$ cat src/rtl/npu_axi_arbiter.sv
// Round-robin arbiter sharing the NPU AXI4 master port between NUM_CLIENTS requesters.
// Write (AW/W/B) and read (AR/R) sides arbitrate independently; NPU_AXI_ARB_PERF_EN adds per-client burst counters.
module npu_axi_arbiter #(
    parameter int NUM_CLIENTS = 2,
    parameter int ADDR_W      = 64,
    parameter int DATA_W      = 256
) (
    input  logic                            clk,
    input  logic                            rst_n,
    input  logic [NUM_CLIENTS-1:0]          s_awvalid,
    output logic [NUM_CLIENTS-1:0]          s_awready,
    input  logic [NUM_CLIENTS*ADDR_W-1:0]   s_awaddr,
    input  logic [NUM_CLIENTS*8-1:0]        s_awlen,
    input  logic [NUM_CLIENTS*3-1:0]        s_awsize,
    input  logic [NUM_CLIENTS-1:0]          s_wvalid,
    output logic [NUM_CLIENTS-1:0]          s_wready,
    input  logic [NUM_CLIENTS*DATA_W-1:0]   s_wdata,
    input  logic [NUM_CLIENTS*DATA_W/8-1:0] s_wstrb,
    input  logic [NUM_CLIENTS-1:0]          s_wlast,
    output logic [NUM_CLIENTS-1:0]          s_bvalid,
    input  logic [NUM_CLIENTS-1:0]          s_bready,
    input  logic [NUM_CLIENTS-1:0]          s_arvalid,
    output logic [NUM_CLIENTS-1:0]          s_arready,
    input  logic [NUM_CLIENTS*ADDR_W-1:0]   s_araddr,
    input  logic [NUM_CLIENTS*8-1:0]        s_arlen,
    input  logic [NUM_CLIENTS*3-1:0]        s_arsize,
    output logic [NUM_CLIENTS-1:0]          s_rvalid,
    input  logic [NUM_CLIENTS-1:0]          s_rready,
    output logic [DATA_W-1:0]               s_rdata,
    output logic                            s_rlast,
    output logic                            m_axi_awvalid,
    input  logic                            m_axi_awready,
    output logic [ADDR_W-1:0]               m_axi_awaddr,
    output logic [7:0]                      m_axi_awlen,
    output logic [2:0]                      m_axi_awsize,
    output logic                            m_axi_wvalid,
    input  logic                            m_axi_wready,
    output logic [DATA_W-1:0]               m_axi_wdata,
    output logic [DATA_W/8-1:0]             m_axi_wstrb,
    output logic                            m_axi_wlast,
    input  logic                            m_axi_bvalid,
    output logic                            m_axi_bready,
    output logic                            m_axi_arvalid,
    input  logic                            m_axi_arready,
    output logic [ADDR_W-1:0]               m_axi_araddr,
    output logic [7:0]                      m_axi_arlen,
    output logic [2:0]                      m_axi_arsize,
    input  logic                            m_axi_rvalid,
    output logic                            m_axi_rready,
    input  logic [DATA_W-1:0]               m_axi_rdata,
    input  logic                            m_axi_rlast,
    output logic [NUM_CLIENTS-1:0]          wr_grant,
    output logic [NUM_CLIENTS-1:0]          rd_grant,
    output logic [NUM_CLIENTS*32-1:0]       perf_wr_bursts,
    output logic [NUM_CLIENTS*32-1:0]       perf_rd_bursts
);
    localparam int IDX_W  = $clog2(NUM_CLIENTS);
    localparam int STRB_W = DATA_W / 8;

    localparam logic [1:0] W_IDLE = 2'd0, W_ADDR = 2'd1, W_DATA = 2'd2, W_RESP = 2'd3;
    localparam logic [1:0] R_IDLE = 2'd0, R_ADDR = 2'd1, R_DATA = 2'd2;

    logic [1:0]       w_state, r_state;
    logic [IDX_W-1:0] wr_idx, rd_idx, wr_ptr, rd_ptr;
    logic             aw_hs, w_hs, b_hs, ar_hs, r_hs;

    // First requester at or after ptr, wrapping around.
    function automatic logic [IDX_W-1:0] rr_pick(input logic [NUM_CLIENTS-1:0] req,
                                                 input logic [IDX_W-1:0] ptr);
        logic [IDX_W-1:0] pick;
        logic             found;
        int               c;
        pick  = ptr;
        found = 1'b0;
        for (int k = 0; k < NUM_CLIENTS; k++) begin
            c = int'(ptr) + k;
            if (c >= NUM_CLIENTS) c = c - NUM_CLIENTS;
            if (!found && req[c]) begin
                pick  = IDX_W'(c);
                found = 1'b1;
            end
        end
        return pick;
    endfunction

    function automatic logic [IDX_W-1:0] next_idx(input logic [IDX_W-1:0] idx);
        return (idx == IDX_W'(NUM_CLIENTS - 1)) ? '0 : idx + 1'b1;
    endfunction

    assign aw_hs = m_axi_awvalid & m_axi_awready;
    assign w_hs  = m_axi_wvalid  & m_axi_wready;
    assign b_hs  = m_axi_bvalid  & m_axi_bready;
    assign ar_hs = m_axi_arvalid & m_axi_arready;
    assign r_hs  = m_axi_rvalid  & m_axi_rready;

    // NOTE: registered state uses non-blocking assignments so every flop samples pre-edge values.
    always_ff @(posedge clk) begin
        if (!rst_n) begin
            w_state <= W_IDLE;
            wr_idx  <= '0;
            wr_ptr  <= '0;
        end else begin
            case (w_state)
                W_IDLE: if (|s_awvalid) begin
                    wr_idx  <= rr_pick(s_awvalid, wr_ptr);
                    w_state <= W_ADDR;
                end
                W_ADDR: if (aw_hs) w_state <= W_DATA;
                W_DATA: if (w_hs && m_axi_wlast) w_state <= W_RESP;
                W_RESP: if (b_hs) begin
                    wr_ptr  <= next_idx(wr_idx);
                    w_state <= W_IDLE;
                end
                default: w_state <= W_IDLE;
            endcase
        end
    end

    always_ff @(posedge clk) begin
        if (!rst_n) begin
            r_state <= R_IDLE;
            rd_idx  <= '0;
            rd_ptr  <= '0;
        end else begin
            case (r_state)
                R_IDLE: if (|s_arvalid) begin
                    rd_idx  <= rr_pick(s_arvalid, rd_ptr);
                    r_state <= R_ADDR;
                end
                R_ADDR: if (ar_hs) r_state <= R_DATA;
                R_DATA: if (r_hs && m_axi_rlast) begin
                    rd_ptr  <= next_idx(rd_idx);
                    r_state <= R_IDLE;
                end
                default: r_state <= R_IDLE;
            endcase
        end
    end

    always_comb begin
        // NOTE: every output is defaulted first, so no branch leaves one unassigned (no latches, zeros when idle).
        wr_grant      = '0;
        s_awready     = '0;
        s_wready      = '0;
        s_bvalid      = '0;
        m_axi_awvalid = 1'b0;
        m_axi_awaddr  = '0;
        m_axi_awlen   = '0;
        m_axi_awsize  = '0;
        m_axi_wvalid  = 1'b0;
        m_axi_wdata   = '0;
        m_axi_wstrb   = '0;
        m_axi_wlast   = 1'b0;
        m_axi_bready  = 1'b0;
        if (w_state != W_IDLE) wr_grant[wr_idx] = 1'b1;
        case (w_state)
            W_ADDR: begin
                m_axi_awvalid     = s_awvalid[wr_idx];
                m_axi_awaddr      = s_awaddr[int'(wr_idx)*ADDR_W +: ADDR_W];
                m_axi_awlen       = s_awlen[int'(wr_idx)*8 +: 8];
                m_axi_awsize      = s_awsize[int'(wr_idx)*3 +: 3];
                s_awready[wr_idx] = m_axi_awready;
            end
            W_DATA: begin
                m_axi_wvalid     = s_wvalid[wr_idx];
                m_axi_wdata      = s_wdata[int'(wr_idx)*DATA_W +: DATA_W];
                m_axi_wstrb      = s_wstrb[int'(wr_idx)*STRB_W +: STRB_W];
                m_axi_wlast      = s_wlast[wr_idx];
                s_wready[wr_idx] = m_axi_wready;
            end
            W_RESP: begin
                s_bvalid[wr_idx] = m_axi_bvalid;
                m_axi_bready     = s_bready[wr_idx];
            end
            default: ;
        endcase
    end

    always_comb begin
        rd_grant      = '0;
        s_arready     = '0;
        s_rvalid      = '0;
        s_rdata       = '0;
        s_rlast       = 1'b0;
        m_axi_arvalid = 1'b0;
        m_axi_araddr  = '0;
        m_axi_arlen   = '0;
        m_axi_arsize  = '0;
        m_axi_rready  = 1'b0;
        if (r_state != R_IDLE) rd_grant[rd_idx] = 1'b1;
        case (r_state)
            R_ADDR: begin
                m_axi_arvalid     = s_arvalid[rd_idx];
                m_axi_araddr      = s_araddr[int'(rd_idx)*ADDR_W +: ADDR_W];
                m_axi_arlen       = s_arlen[int'(rd_idx)*8 +: 8];
                m_axi_arsize      = s_arsize[int'(rd_idx)*3 +: 3];
                s_arready[rd_idx] = m_axi_arready;
            end
            R_DATA: begin
                s_rvalid[rd_idx] = m_axi_rvalid;
                s_rdata          = m_axi_rdata;
                s_rlast          = m_axi_rlast;
                m_axi_rready     = s_rready[rd_idx];
            end
            default: ;
        endcase
    end

`ifdef NPU_AXI_ARB_PERF_EN
    logic [31:0] wr_cnt [NUM_CLIENTS];
    logic [31:0] rd_cnt [NUM_CLIENTS];

    // Bursts count only on their completing handshake, so an abandoned burst never counts.
    always_ff @(posedge clk) begin
        if (!rst_n) begin
            for (int i = 0; i < NUM_CLIENTS; i++) begin
                wr_cnt[i] <= '0;
                rd_cnt[i] <= '0;
            end
        end else begin
            if (w_state == W_RESP && b_hs) wr_cnt[wr_idx] <= wr_cnt[wr_idx] + 32'd1;
            if (r_state == R_DATA && r_hs && m_axi_rlast) rd_cnt[rd_idx] <= rd_cnt[rd_idx] + 32'd1;
        end
    end

    always_comb begin
        for (int i = 0; i < NUM_CLIENTS; i++) begin
            perf_wr_bursts[i*32 +: 32] = wr_cnt[i];
            perf_rd_bursts[i*32 +: 32] = rd_cnt[i];
        end
    end
`else
    assign perf_wr_bursts = '0;
    assign perf_rd_bursts = '0;
`endif

endmodule

$ cat config.mk
export PLATFORM = sky130hd
export DESIGN_NAME = npu_axi_arbiter
export DESIGN_NICKNAME = d
export VERILOG_FILES = /design/src/rtl/npu_axi_arbiter.sv
export SDC_FILE = /design/constraint.sdc
export NUM_CORES = 1
export LEC_CHECK = 0
export CAP_MARGIN = 10
export CORE_AREA = 2 2 773 775
export DETAILED_ROUTE_END_ITERATION = 8
export DIE_AREA = 0 0 775 777
export PLACE_DENSITY_LB_ADDON = 0.25
export SYNTH_ARGS = -nofsm -noshare
export SYNTH_HDL_FRONTEND = slang
export SYNTH_SLANG_ARGS = --single-unit
$ cat constraint.sdc
create_clock -name clk -period 3.1 [get_ports clk]
set_input_delay 0.93 -clock clk [delete_from_list [all_inputs] [get_ports clk]]
set_output_delay 0.93 -clock clk [all_outputs]
set_load 0.02 [all_outputs]
* Word-level counts from Yosys, hierarchy flattened
Index checks and enable logic that the tools add are counted.
Widths: inputs -> output; s select.
** Word-level totals
- Output and inout port bits :: 843
- Bits in registers :: 8
- Bits of input ports :: 1152
** Cells by class
- Reductions and logical operators :: 20
- Add/subtract/negate cells :: 8
- Bitwise gates (word level) :: 10
- Order comparisons :: 12
- Mux-type cells :: 90
- Shifts and indexed selects :: 8
- Eq/ne operators :: 12
- Multiply operators :: 2
** Operators with widths (count)
- $mux 32 :: 17
- $mux 256 :: 2
- $shiftx 512x10->256 :: 1
- $shiftx 128x8->64 :: 2
- $lt 32x3->1 const B :: 4
- $mux 64 :: 2
- $shiftx 64x7->32 :: 1
- $mux 1 :: 47
- $shiftx 16x5->8 :: 2
- $mux 2 :: 14
- $mux 8 :: 2
- $ne 2x2->1 const B :: 7
- $shiftx 6x4->3 :: 2
- $and 2x2->2 :: 5
- $pmux 2 s4 :: 1
- $reduce_and 2->1 :: 4
- $eq 2x2->1 const B :: 3
- $logic_and 1x1->1 :: 6
- $mul 1x2->3 const B :: 2
- $mux 3 :: 2
- $pmux 2 s3 :: 1
- $sub 1x2->3 const B :: 2
- $sub 2x2->3 const B :: 2
- $and 1x1->1 :: 5
- 14 further kinds :: 26

* Longest topological paths before layout
- Depth in word-level cells :: 15
- Depth in mapped cells :: 6
- Gate-level depth less buffers :: 6

* Worst setup path before layout
Ideal clock, no wire load.
- Kind :: reg2out
- Start :: reg w_state[0]
- End :: out m_axi_wdata[0]
- Data required time :: 2170 ps
- Path slack :: 700 ps
- Arrival :: 1470 ps
- Cell stages (with the launch flop) :: 6
- Cells stage by stage :: dfxtp_1 > inv_1 > ha_1 > clkbuf_1 > clkbuf_1 > nor2b_1
** On the way
- Word-level cells in the longest chain between the ends :: 2
** RTL lines
- start, declared :: RTL line 63 : logic [1:0] w_state, r_state;
- start signal, assigned :: RTL line 99 : w_state <= W_IDLE;
- start signal, assigned :: RTL line 106 : w_state <= W_ADDR;
- start signal, assigned :: RTL line 108 : W_ADDR: if (aw_hs) w_state <= W_DATA;
- $eq 2x2->1 :: RTL line 156 : case (w_state)
- $mux 256 :: RTL line 156
- end, declared :: RTL line 38 : output logic [DATA_W-1:0] m_axi_wdata,
Every way passes these cells.

* Worst setup path after layout
- Start :: in s_wdata[65]
- End :: out m_axi_wdata[65]
** On the way
- Word-level cells in the longest chain between the ends :: 2
** RTL lines
- start, declared :: RTL line 17 : input logic [NUM_CLIENTS*DATA_W-1:0] s_wdata,
- $shiftx 512x10->256 :: RTL line 166 : m_axi_wdata = s_wdata[int'(wr_idx)*DATA_W +: DATA_W];
- $mux 256 :: RTL line 156
Every way passes these cells.

==> results.yml <==
outcome:
  status: "finished with violations"
  violations: "setup timing"
detailed_routing:
  drt_first_iter_violations: 642
  routed_via_density: 1.80
  drc: 0
  routedWlPerCell_um: 36.3
  antenna_left: 0
  finalWirelength_um: 412000
  dr.pass1.iters: 5
  vias: 20500
sta:
  period_share: 1.02
  fin_crit_ns: 3.16
  setup_viol: 5
  slew_violations: 0
  tightest_slew_ns: 0.578
  rsz0062_at_grt: "true"
  final_hold_viol_count: 0
  worst_slack_ns: -0.0637
  slew_headroom: 0.614
  fin_setup_tns_ns: -0.183
  fmaxAchievable_mhz: 316
  finalClockSkew_ns: 0.000394
global_routing:
  grt_max_degree: 61
  grt_pass1_wl_um: 459000
  grt_pass1_vias: 20900
  antenna_found_initial: 328
  grt_overflow_total: 0
  track_usage: 0.131
worst_hold_path:
  hp-class: "reg2reg"
clocking:
  tritoncts: "yes"
  cts_root_buffer: "clkbuf_16"
  clockBufferDepth: 2
  hold_buffers: 0
  cts_buffers: 3
  htree_levels: 1
  cts.sinks: 8
  clkTransAtPathRegs_ns: 0.04
  clk_latency_ns: 0.25
power:
  p_int_mw: 8.56
  vdd_drop_max_mv: 0.159
  p_sw_frac: 0.539
  p_per_area_mw_per_mm2: 387
  p_clk_frac: 0.013
  sequentialPowerShare: 0.008
  p_leak_nw: 15.4
  p_switching_mw: 10.0
  combPwrFrac: 0.979
logic_synthesis:
  yosys_warnings: 0
  synth_top_area_cell: "mux2i_1"
  synth.most_common_cell: "mux2i_1"
  ys_async_sr_fraction: 0
  synthCells: 1478
  synth-seq-area-share: 0.0149
  ys_types: 34
  synth_edf_count: 0
  ys_seq_elements: 8
  synthFlopType: "dfxtp_1"
  synth_area_per_cell_um2: 7.26
  synth_top_area_share: 0.414
  synthTopCellsByCount: "444 x mux2i_1, 368 x nor2b_1, 261 x and2_1"
  synth.area.top_cells: "mux2i_1 41%, nor2b_1 21%, and2_1 15%"
  synth_area_mm2: 0.0107
critical_path:
  critPathLaunchType: "input port"
  cp_data_required_time_ns: 2.17
  worstSetupEndpointType: "output pin"
  crit_fanout: 1
  critPathKind: "in2out"
  cp.arrival_ns: 2.23
die:
  coreArea_mm2: 0.593
  die_x_um: 775
  die_y_um: 777
  core.rowCount: 283
  die_area_mm2: 0.602
  ios: 1995
  start_util: 0.0181
layout:
  nets: 4623
  syn_to_final_growth_pct: 347
  drive_above_1_share: 0.318
  final_cells: 11300
job:
  drv_cap: 0
placed_design:
  dpl.hpwl_um: 397000
  place_congestion: 0.863
  portBuffers: 1866
  placedCellCount: 11300
[registers in the layout, indices dropped and copies added, names as in the netlist]
| signal | cells |
|---|---|
| r_state | 2 |
| rd_idx | 1 |
| rd_ptr | 1 |
| w_state | 2 |
| wr_idx | 1 |
| wr_ptr | 1 |
[per-layer routing]
layer | GRT usage | vias to the layer above | wire length, um | share of wire
li1 | - | 8591 | - | -
met1 | 0.145 | 9328 | 157000 | 0.38
met2 | 0.212 | 1866 | 182000 | 0.44
met3 | 0.0934 | 616 | 65000 | 0.16
met4 | 0.0132 | 78 | 8460 | 0.021
met5 | 0 | - | 529 | 0.0013
[final cells by class]
type / instances / area, um^2
Antenna cell: 47 / 118
Tap cell: 7837 / 9810
Inverter: 5 / 18.8
Sequential cell: 8 / 168
Timing Repair Buffer: 2111 / 27500
Multi-Input combinational cell: 1337 / 10300
Clock buffer: 3 / 75.1
Fill cell: 69000 / 545000
[path summary, 6_finish.rpt]
check,slack [ns],cells past startpoint,startpoint,end
worst max-delay path,-0.06,5,s_wdata[65],m_axi_wdata[65]
worst min register to register,0.51,2,rd_ptr,rd_ptr
worst min-delay path,0.51,2,rd_ptr,rd_ptr
worst max register to register,0.60,8,wr_idx,w_state[1]
[placed cells by master, fill, tap and decap left out, types with 3 or more instances in the layout]
cell type / netlist / final
clkdlybuf4s50_1: 0 / 1142
buf_12: 0 / 681
mux2i_1: 444 / 367
nor2b_1: 368 / 311
and2_1: 261 / 261
buf_4: 130 / 221
conb_1: 1 / 128
nor2_1: 90 / 66
nor2b_2: 0 / 51
mux2i_2: 0 / 50
diode_2: 0 / 47
dlygate4sd2_1: 0 / 33
mux2i_4: 0 / 27
nor2_2: 0 / 24
buf_6: 0 / 14
nand2_1: 10 / 10
nor2b_4: 0 / 6
clkdlybuf4s15_2: 0 / 6
dfxtp_1: 8 / 6
inv_1: 5 / 5
nand2b_1: 5 / 4
clkbuf_16: 0 / 4
and3_1: 3 / 3
ha_1: 5 / 3
clkdlybuf4s15_1: 0 / 3
buf_16: 0 / 3
[power groups by stage]
stage | logic [mW] | registers (mW) | clock network [mW]
final | 18.2 | 0.155 | 0.242
after global routing | 19.2 | 0.158 | 0.261
after CTS | 18.9 | 0.156 | 0.255
after detailed placement | 18.5 | 0.157 | 0
after global placement | 18.5 | 0.156 | 0
after floorplan | 4.87 | 0.141 | 0
[logic make-up after synthesis]
group,synth area share
flops,0.0149
other cells,0.000350
simple gates,0.414
mux,0.415
fa+ha+maj,0.00583
buf+inv,0.142
compound gates,0.00758
[worst max-delay path: stages]
cell	delay (ns)
clkdlybuf4s50_1	0.45
mux2i_4	0.42
buf_6	0.19
nor2b_1	0.06
buf_4	0.16
[stage by stage]
step / power (mW) / util / instance area (um^2) / setup WS, ns / hold slack [ns]
after floorplan: 5.01 / - / 11200 / 0.700 / 0.465
after global placement: 18.7 / 0.0790 / 46800 / -0.840 / 0.510
after detailed placement: 18.6 / 0.0790 / 46800 / -0.788 / 0.506
after CTS: 19.3 / 0.0802 / 47600 / -0.0600 / 0.514
after global routing: 19.6 / 0.0807 / 47900 / -0.0310 / 0.542
final: 18.6 / 0.0808 / 47900 / -0.0637 / 0.512
[repair_timing]
| action | 4_1_cts | 5_1_grt |
|---|---|---|
| resized for setup | 223 | 60 |
| pin swaps | 1 | 0 |
| gates cloned | 1 | 1 |
| buffers inserted | 4 | 3 |
| endpoints found under the setup margin | 198 | 70 |
(Power assumes the default switching activity.)
